<file path="src/rtl/tsn_rx_pkg.sv">
// Shared definitions for the host receive path: sizing, write-stage states and
// the descriptor field layout that the queueing stage also decodes.
package tsn_rx_pkg;

  localparam int unsigned BUFID_W        = 9;
  localparam int unsigned WIDX_W         = 7;
  localparam int unsigned LEN_W          = 12;
  localparam int unsigned BYTES_PER_WORD = 16;
  localparam int unsigned WORD_W         = 8 * BYTES_PER_WORD;
  localparam int unsigned LANE_W         = $clog2(BYTES_PER_WORD);

  localparam int unsigned DESC_LEN_LSB   = 0;
  localparam int unsigned DESC_BUFID_LSB = LEN_W;
  localparam int unsigned DESC_TRUNC_BIT = LEN_W + BUFID_W;
  localparam int unsigned DESC_W         = 1 + BUFID_W + LEN_W;

  typedef enum logic [1:0] {
    ST_IDLE  = 2'd0,
    ST_RECV  = 2'd1,
    ST_TRUNC = 2'd2
  } wr_state_t;

endpackage

</file>
<file path="src/rtl/byte_word_packer.sv">
// Packs accepted bytes MSB-lane-first into a 128-bit word and requests a flush
// on lane 15 or on the last byte; the flushed word is presented combinationally.
module byte_word_packer
  import tsn_rx_pkg::*;
(
  input  logic              i_clk,
  input  logic              i_rst_n,
  input  logic              i_accept,
  input  logic              i_first,
  input  logic              i_last,
  input  logic [7:0]        iv_byte,
  output logic              o_flush,
  output logic [WORD_W-1:0] ov_word
);

  logic [WORD_W-1:0] lanes;
  logic [LANE_W-1:0] lane_cnt;
  logic [LANE_W-1:0] lane;

  // A first byte always starts from a clean word in lane 0.
  always_comb begin
    lane    = i_first ? '0 : lane_cnt;
    ov_word = i_first ? '0 : lanes;
    for (int unsigned l = 0; l < BYTES_PER_WORD; l++) begin
      if (LANE_W'(l) == lane) ov_word[8*(BYTES_PER_WORD-1-l) +: 8] = iv_byte;
    end
    o_flush = i_accept && ((lane == LANE_W'(BYTES_PER_WORD-1)) || i_last);
  end

  always_ff @(posedge i_clk) begin
    if (!i_rst_n) begin
      lanes    <= '0;
      lane_cnt <= '0;
    end else if (i_accept) begin
      if (o_flush) begin
        lanes    <= '0;
        lane_cnt <= '0;
      end else begin
        lanes    <= ov_word;
        lane_cnt <= lane + 1'b1;
      end
    end
  end

endmodule

</file>
<file path="src/rtl/pkt_buffer_write.sv">
// Packet-buffer write stage: packs the tagged byte stream into 128-bit words,
// writes them at {bufid, word_idx} and emits one descriptor per packet.
module pkt_buffer_write
  import tsn_rx_pkg::*;
#(
  parameter int unsigned BUFID_W = tsn_rx_pkg::BUFID_W,
  parameter int unsigned WIDX_W  = tsn_rx_pkg::WIDX_W,
  parameter int unsigned LEN_W   = tsn_rx_pkg::LEN_W
) (
  input  logic                      i_clk,
  input  logic                      i_rst_n,
  input  logic [8:0]                iv_data,
  input  logic                      i_data_wr,
  input  logic [BUFID_W-1:0]        iv_bufid,
  output logic [127:0]              ov_pkt_wdata,
  output logic [BUFID_W+WIDX_W-1:0] ov_pkt_waddr,
  output logic                      o_pkt_wr,
  output logic [BUFID_W+LEN_W:0]    ov_desc,
  output logic                      o_desc_wr
);

  localparam logic [LEN_W-1:0] MAX_LEN = LEN_W'((2**WIDX_W) * BYTES_PER_WORD);

  wr_state_t          state, state_nxt;
  logic [BUFID_W-1:0] bufid_q, bufid_cur;
  logic [LEN_W-1:0]   byte_cnt, cnt_nxt, desc_len;
  logic [WIDX_W-1:0]  word_idx, widx_cur;
  logic               accept, first, last, desc_fire, desc_trunc, flush;
  logic [127:0]       flush_word;

  assign last = iv_data[8];

  byte_word_packer u_packer (
    .i_clk    (i_clk),
    .i_rst_n  (i_rst_n),
    .i_accept (accept),
    .i_first  (first),
    .i_last   (last),
    .iv_byte  (iv_data[7:0]),
    .o_flush  (flush),
    .ov_word  (flush_word)
  );

  always_comb begin
    state_nxt  = state;
    accept     = 1'b0;
    first      = 1'b0;
    desc_fire  = 1'b0;
    desc_trunc = 1'b0;
    cnt_nxt    = byte_cnt;
    desc_len   = byte_cnt;
    unique case (state)
      ST_IDLE: begin
        if (i_data_wr) begin
          accept  = 1'b1;
          first   = 1'b1;
          cnt_nxt = LEN_W'(1);
          if (last) begin
            desc_fire = 1'b1;
            desc_len  = cnt_nxt;
          end else begin
            state_nxt = ST_RECV;
          end
        end
      end
      ST_RECV: begin
        if (i_data_wr) begin
          accept  = 1'b1;
          cnt_nxt = byte_cnt + 1'b1;
          if (last) begin
            desc_fire = 1'b1;
            desc_len  = cnt_nxt;
            state_nxt = ST_IDLE;
          end else if (cnt_nxt == MAX_LEN) begin
            state_nxt = ST_TRUNC;
          end
        end
      end
      ST_TRUNC: begin
        if (i_data_wr && last) begin
          desc_fire  = 1'b1;
          desc_trunc = 1'b1;
          state_nxt  = ST_IDLE;
        end
      end
      default: state_nxt = ST_IDLE;
    endcase
    bufid_cur = first ? iv_bufid : bufid_q;
    widx_cur  = first ? '0 : word_idx;
  end

  always_ff @(posedge i_clk) begin
    if (!i_rst_n) begin
      state        <= ST_IDLE;
      bufid_q      <= '0;
      byte_cnt     <= '0;
      word_idx     <= '0;
      ov_pkt_wdata <= '0;
      ov_pkt_waddr <= '0;
      o_pkt_wr     <= 1'b0;
      ov_desc      <= '0;
      o_desc_wr    <= 1'b0;
    end else begin
      state <= state_nxt;
      if (first) bufid_q <= iv_bufid;
      if (accept) word_idx <= flush ? widx_cur + 1'b1 : widx_cur;
      byte_cnt <= cnt_nxt;
      if (desc_fire) begin
        byte_cnt <= '0;
        word_idx <= '0;
      end
      o_pkt_wr <= flush;
      if (flush) begin
        ov_pkt_wdata <= flush_word;
        ov_pkt_waddr <= {bufid_cur, widx_cur};
      end
      o_desc_wr <= desc_fire;
      if (desc_fire) ov_desc <= {desc_trunc, bufid_cur, desc_len};
    end
  end

endmodule

</file>
<file path="config.mk">
export PLATFORM = sky130hd
export DESIGN_NAME = pkt_buffer_write
export DESIGN_NICKNAME = d
export VERILOG_FILES = /design/src/rtl/tsn_rx_pkg.sv /design/src/rtl/byte_word_packer.sv /design/src/rtl/pkt_buffer_write.sv
export SDC_FILE = /design/constraint.sdc
export NUM_CORES = 1
export LEC_CHECK = 0
export ABC_AREA = 1
export BUFFER_PORTS_ARGS = -buffer_cell sky130_fd_sc_hd__buf_2
export CAP_MARGIN = 5
export CORE_MARGIN = 1.5
export CORE_UTILIZATION = 47
export DETAILED_ROUTE_END_ITERATION = 16
export PLACE_DENSITY = 0.67
export SYNTH_ARGS = -nofsm -noshare
export SYNTH_HDL_FRONTEND = slang
export SYNTH_SLANG_ARGS = --single-unit
</file>
<file path="constraint.sdc">
create_clock -name i_clk -period 2.8 [get_ports i_clk]
set_input_delay 0.28 -clock i_clk [delete_from_list [all_inputs] [get_ports i_clk]]
set_output_delay 0.28 -clock i_clk [all_outputs]
set_load 0.02 [all_outputs]
</file>
==> impl_results.md, run 1 <==
- Slew headroom: 42.2%
- Slew Viols, Final: 0
- Die area: 29900 sq um
- Number of flops mapped to enable cells by yosys: 0
- Peak Freq: 386 MHz
- Critical path type: register to register
- Antenna viol nets, final: 0
- Worst Path Required: 3.19 ns
- Final Wtd Congestion: 0.864
- H-tree levels: 2
- Total negative slack: 0 ns
- CORE AREA: 28500 sq um
- FP Rows: 62
- Synthesized instance count: 1865
- Die span in y: 173 microns
- CP max stage cell: dfxtp_1
- CTS buffer count: 36
- Cell variety after synth: 36
- Setup ws final: 0.209 ns
- Port bufs: 188
- Drt total wl: 37200 microns
- Cells taking the most area after synthesis: dfxtp_1 (49%), nand2_1 (12%), o21ai_0 (7.7%)
- Status: completed
- Period utilisation layout: 92.5%
- Crit-path cells: nor2_4 -> nand2_4 -> inv_1 -> nor2_1 -> ha_1 -> nand2_4 -> nand2_4 -> nand2_4 -> inv_6 -> buf_4 -> nand2_1 -> o21ai_0 -> a21oi_1
- Die Span X: 173 microns
- Design area: 15800 sq um
- Largest net degree at the start of global routing: 145
- I/O pins: 189
- Worst-Skew Late Latency: 0.52 ns
- Setup WS pre-CTS: 0.220 ns
- Tightest Hold Check Type: input port to register
- First-pass GRT wire length: 60000 microns
- Worst Tran Pin Value: 0.867 ns
- Worst setup SP type: register
- Unrepaired setup endpoints after global routing: no
- CP most frequent cell: nand2_4
- Syn avg cell area: 7.29 sq um
- Dpl hpwl: 22500 microns
- Initial Util: 47.6%
- Ant diodes: 0
- Final hold violation count: 0
- Worst-path clk slew: 0.06 ns
- DR vias/cell: 5.37
- PwrDens: 678 nW/um^2
- Clk buf depth: 3
- Worst-case vdd ir drop: 0.337 mV
- Layout cells sized above 1: 14.4%
- Drc violations: 0
- Post-synth ARST share: 0%
- Post-synthesis register bit count: 330
- Syn nets: 1893
- Sequential-to-total area share from yosys stat: 48.6%
- Initial drt markers: 1413
- Max incr delay on CP: 0.49 ns
- Count leader, synth: nand2_1
- Synth Cell Area: 13600 sq um
- CP arrival: 2.98 ns
- Routed WL per cell: 15.6 microns
- Initial antenna violation count: 1
- Endpoints failing setup: 0
- Lkg Pwr: 6.26 nW
- Root Driver: clkbuf_16
- Crit. End Element: register
- CTS tree: built
- Final min period: 2.59 ns
- Cts hold-fix bufs: 0
- Tot GR Track Use: 24.1%
- Yosys top cell area share: 48.6%
- CTS sink cnt: 330
- Number of global-route vias before repair: 11710
- Synth Flop Type: dfxtp_1
- Nets: 2000
- Post-synth top area cell: dfxtp_1
- Drt pass-1 iters: 5
- Max Cap Violations: 0
- Total gr overflow: 0
- Worst Skew: 0.0165 ns
- Post-Place Cell Area: 14600 sq um
- Yosys warnings: 0
- Area Overhead vs Synth: 16.2%
- CP max FO: 18
- Vias: 12790
- Top cells by count, synth: nand2_1 (440), dfxtp_1 (330), nor2_1 (250)
==> cell type report <==
cell class / instances / area, sq um
clock buffers: 50 / 1040
clock inverters: 13 / 168
fillers: 2789 / 12800
inverters: 49 / 194
multi-input cells: 1345 / 6140
flip-flops and latches: 330 / 6610
well taps: 384 / 480
repair buffers: 210 / 1160
==> stage by stage <==
| step | total power [W] | utilization, % | instances | hold slack [ns] |
|---|---|---|---|---|
| 4_1_cts | 0.0108 | 55.3 | 2381 | 0.0444 |
| 5_1_grt | 0.0111 | 55.3 | 2381 | 0.0814 |
| 2_1_floorplan | 0.00565 | - | 1865 | 0.445 |
| 3_3_place_gp | 0.00597 | 51.1 | 2318 | 0.434 |
| 6_report | 0.0107 | 55.3 | 2381 | 0.0553 |
| 3_5_place_dp | 0.00597 | 51.1 | 2318 | 0.437 |
==> power by group <==
part / internal, W / leakage [nW] / switching [W]
Clock: 0.00297 / 0.601 / 0.00186
Sequential: 0.00483 / 2.68 / 0.0000737
Combinational: 0.000240 / 2.97 / 0.000726
Total: 0.00804 / 6.26 / 0.00266
==> cell usage in the layout (no fill, tap or decap), drive strengths merged <==
cell type,Yosys,final
clkinv,2,9
buf,67,210
nand4,5,5
mux2i,9,9
clkinvlp,0,1
inv,47,48
nand2,446,446
a21oi,193,193
o211ai,1,1
xnor2,1,1
o22ai,5,5
a32o,1,1
dfxtp,330,330
o21ai,249,249
nand3,151,151
nor3,1,1
clkbuf,74,50
xor2,3,3
a22o,4,4
o31ai,1,1
o221ai,2,2
a211oi,9,9
a22oi,1,1
nor2,255,255
bufinv,0,4
ha,7,7
o21bai,1,1
==> flip-flops by register name, summed over array words and instances (netlist names) <==
name	count
word_idx	7
ov_pkt_wdata	128
bufid_q	9
o_pkt_wr	1
o_desc_wr	1
state	2
u_packer.lane_cnt	4
ov_pkt_waddr	16
ov_desc	22
byte_cnt	12
u_packer.lanes	128
==> worst paths after layout <==
check | from | endpoint | slack, ns | cells past startpoint
setup / recovery | state[1] | word_idx[2] | 0.21 | 13
hold / removal | iv_bufid[0] | bufid_q[0] | 0.06 | 3
setup reg to reg | state[1] | word_idx[2] | 0.21 | 13
hold reg to reg | ov_desc[7] | ov_desc[7] | 0.45 | 2
==> cell families (layout without fill, tap and decap cells) <==
logic type / after synthesis / in the layout / share of synthesized area (%)
buf+inv: 190 / 322 / 6.24
xor+xnor: 4 / 4 / 0.258
compound gates: 467 / 467 / 17.9
fa+ha+maj: 7 / 7 / 0.644
mux: 9 / 9 / 0.663
simple gates: 858 / 858 / 25.7
flops: 330 / 330 / 48.6
==> routing by layer <==
metal  vias to the layer above  GRT usage [%]  wire, microns  share of wire [%]
li1                       6371              -              -                  -
met1                      6001           33.5          17300                 46
met2                       360           39.2          17100                 46
met3                        56           3.45           2030                5.5
met4                         2           6.41            754                2.0
met5                         -              0             13              0.035
==> repair_timing <==
action,in CTS,in global routing
gates resized for setup,0,2
setup buffers,0,0
setup endpoints to repair,0,17
==> worst max-delay path: cells and delay by family, from the launching register on <==
| kind | cells | cell delay (ns) |
|---|---|---|
| adder cells (fa/ha/maj) | 1 | 0.25 |
| AND/OR/NAND/NOR | 7 | 0.89 |
| flip-flops | 1 | 0.49 |
| buffers and inverters | 3 | 0.58 |
| AO/OA/AOI/OAI | 2 | 0.22 |
(Power assumes the default switching activity.)
==> inputs of run 2 (changes only) <==
--- a/config.mk
+++ b/config.mk
@@ -9,9 +9,8 @@
 export BUFFER_PORTS_ARGS = -buffer_cell sky130_fd_sc_hd__buf_2
 export CAP_MARGIN = 5
 export CORE_MARGIN = 1.5
-export CORE_UTILIZATION = 47
+export CORE_UTILIZATION = 30
 export DETAILED_ROUTE_END_ITERATION = 16
-export PLACE_DENSITY = 0.67
 export SYNTH_ARGS = -nofsm -noshare
 export SYNTH_HDL_FRONTEND = slang
 export SYNTH_SLANG_ARGS = --single-unit
==> run 2 against run 1 <==
Combinational power up 3.1%. Final area up 2.7%. Final cell count rose by 9.1%. Global-route usage down 6.7 points. Non-clock buffer count increased by 4. Worst hold slack worse by 0.024 ns. Sequential power hardly changed. Clock skew is 0.0027 ns higher. Power increased by 3.1%. Critical path type unchanged. Critical endpoint is now u_packer.lanes[108]. Largest power group is now clock.
==> impl_results.md, run 2 (synthesis results as in run 1) <==
- FP Rows: 77
- Slew Viols, Final: 0
- Max Cap Violations: 0
- Worst-Skew Late Latency: 0.55 ns
- CORE AREA: 44400 sq um
- Origin of the critical flop-to-flop path: state[1]
- First-pass GRT wire length: 65300 microns
- Largest net degree at the start of global routing: 141
- Most frequent cells in the layout: nand2_1 (439), dfxtp_1 (329), nor2_1 (250)
- Fill count: 4640
- Die area: 46600 sq um
- Family with the most delay on the worst path: simple AND/OR/NAND/NOR gates
- Vias: 12804
- Area of the multi-input gates: 6150 sq um
- Drt total wl: 41300 microns
- DR vias/cell: 4.93
- Crit. End Element: register
- Final min period: 2.52 ns
- Peak Freq: 397 MHz
- Root Driver: clkbuf_16
- Layout cells sized above 1: 14.5%
- Met3 usage in global routing: 3.40%
- Lkg Pwr: 6.33 nW
- Ant diodes: 0
- Worst Skew: 0.0192 ns
- Top flop regs: ov_pkt_wdata x128, u_packer.lanes x128, ov_desc x22
- Clk buf depth: 3
- Worst-case vdd ir drop: 0.389 mV
- Final hold violation count: 0
- CTS tree: built
- Worst setup SP type: register
- WP buf/inv: 2
- Port bufs: 188
- Total negative slack: 0 ns
- Initial Util: 30.6%
- Tightest Hold Check Type: input port to register
- CTS sink cnt: 330
- Crit-path cells: nor2_4 -> nand2_8 -> inv_1 -> nor2_1 -> ha_1 -> nand2_4 -> nand2_4 -> nor2_4 -> buf_6 -> nand2_1 -> a21oi_1
- Tot GR Track Use: 17.4%
- Status: completed
- Initial drt markers: 1006
- FF+latch area: 6610 sq um
- Drt pass-1 iters: 5
- Slew headroom: 31.9%
- Crit path from: state[1]
- Area Overhead vs Synth: 19.4%
- PwrDens: 680 nW/um^2
- Initial antenna violation count: 0
- Commonest non-fill, non-tap cell in the layout: nand2_1
- Critical path type: register to register
- WHS: 0.0309 ns
- Global route hottest layer: met2
- Global-route met2 utilization: 27.9%
- CTS buffer count: 39
- H-tree levels: 2
- Endpoints failing setup: 0
- Met1 usage: 23.6%
- Antenna viol nets, final: 0
- Die span in y: 216 microns
- CP max stage cell: buf_6
- Routed WL per cell: 15.9 microns
- Beginning of the worst hold path: iv_bufid[5]
- Worst-path clk slew: 0.06 ns
- CP arrival: 2.98 ns
- Max incr delay on CP: 0.47 ns
- CP max FO: 73
- Worst Path Required: 3.26 ns
- Drc violations: 0
- Number of global-route vias before repair: 11825
- Unrepaired setup endpoints after global routing: no
- Period utilisation layout: 89.9%
- Die Span X: 216 microns
- Nets: 2007
- I/O pins: 189
- Final Wtd Congestion: 0.820
- Dpl hpwl: 25000 microns
- Worst Tran Pin Value: 1.02 ns
- Post-CTS Setup Bufs: 0
- Total gr overflow: 0
-- run 2: timing repair --
item / 4_1_cts / 5_1_grt
hold buffers: 4 / 0
setup endpoints to repair: 0 / 115
gates resized for setup: 0 / 5
hold endpoints to repair: 4 / 0
-- run 2: power breakdown --
group | switching [W] | internal [W] | total, W
clock network | 0.00201 | 0.00312 | 0.00514
registers | 0.0000734 | 0.00483 | 0.00491
logic | 0.000745 | 0.000252 | 0.000997
-- run 2: final timing paths --
kind	slack, ns	cells past startpoint	endpoint
setup reg to reg	0.28	11	u_packer.lanes[108]
hold / removal	0.03	3	bufid_q[5]
hold reg to reg	0.45	2	ov_desc[7]
setup / recovery	0.28	11	u_packer.lanes[108]
-- run 2: cell type report --
class / count / area share, %
clock buffers: 56 / 7.10
flip-flops and latches: 330 / 40.7
repair buffers: 214 / 7.69
multi-input cells: 1345 / 37.9
well taps: 592 / 4.56
clock inverters: 11 / 0.825
inverters: 49 / 1.20
-- run 2: per-layer routing --
metal,up-vias,part of all wire (%)
li1,6383,-
met1,5975,47
met2,385,45
met3,61,5.8
met4,0,2.0
met5,-,0
-- run 2: tightest hold or removal path: cells and delay by family --
family	cells	cell delay, ns
mux	1	0.10
simple gates	1	0.09
buf+inv	1	0.08
-- run 2: per-stage QoR --
stage	total power (W)	cell area (sq um)	cells	utilization (%)	setup WS (ns)
2_1_floorplan	0.00565	13600	1865	-	0.734
3_3_place_gp	0.00599	14900	2526	33.5	0.183
3_5_place_dp	0.00600	14900	2526	33.5	0.131
4_1_cts	0.0112	16200	2597	36.5	0.0936
5_1_grt	0.0115	16200	2597	36.5	0.0591
6_report	0.0110	16200	2597	36.5	0.282
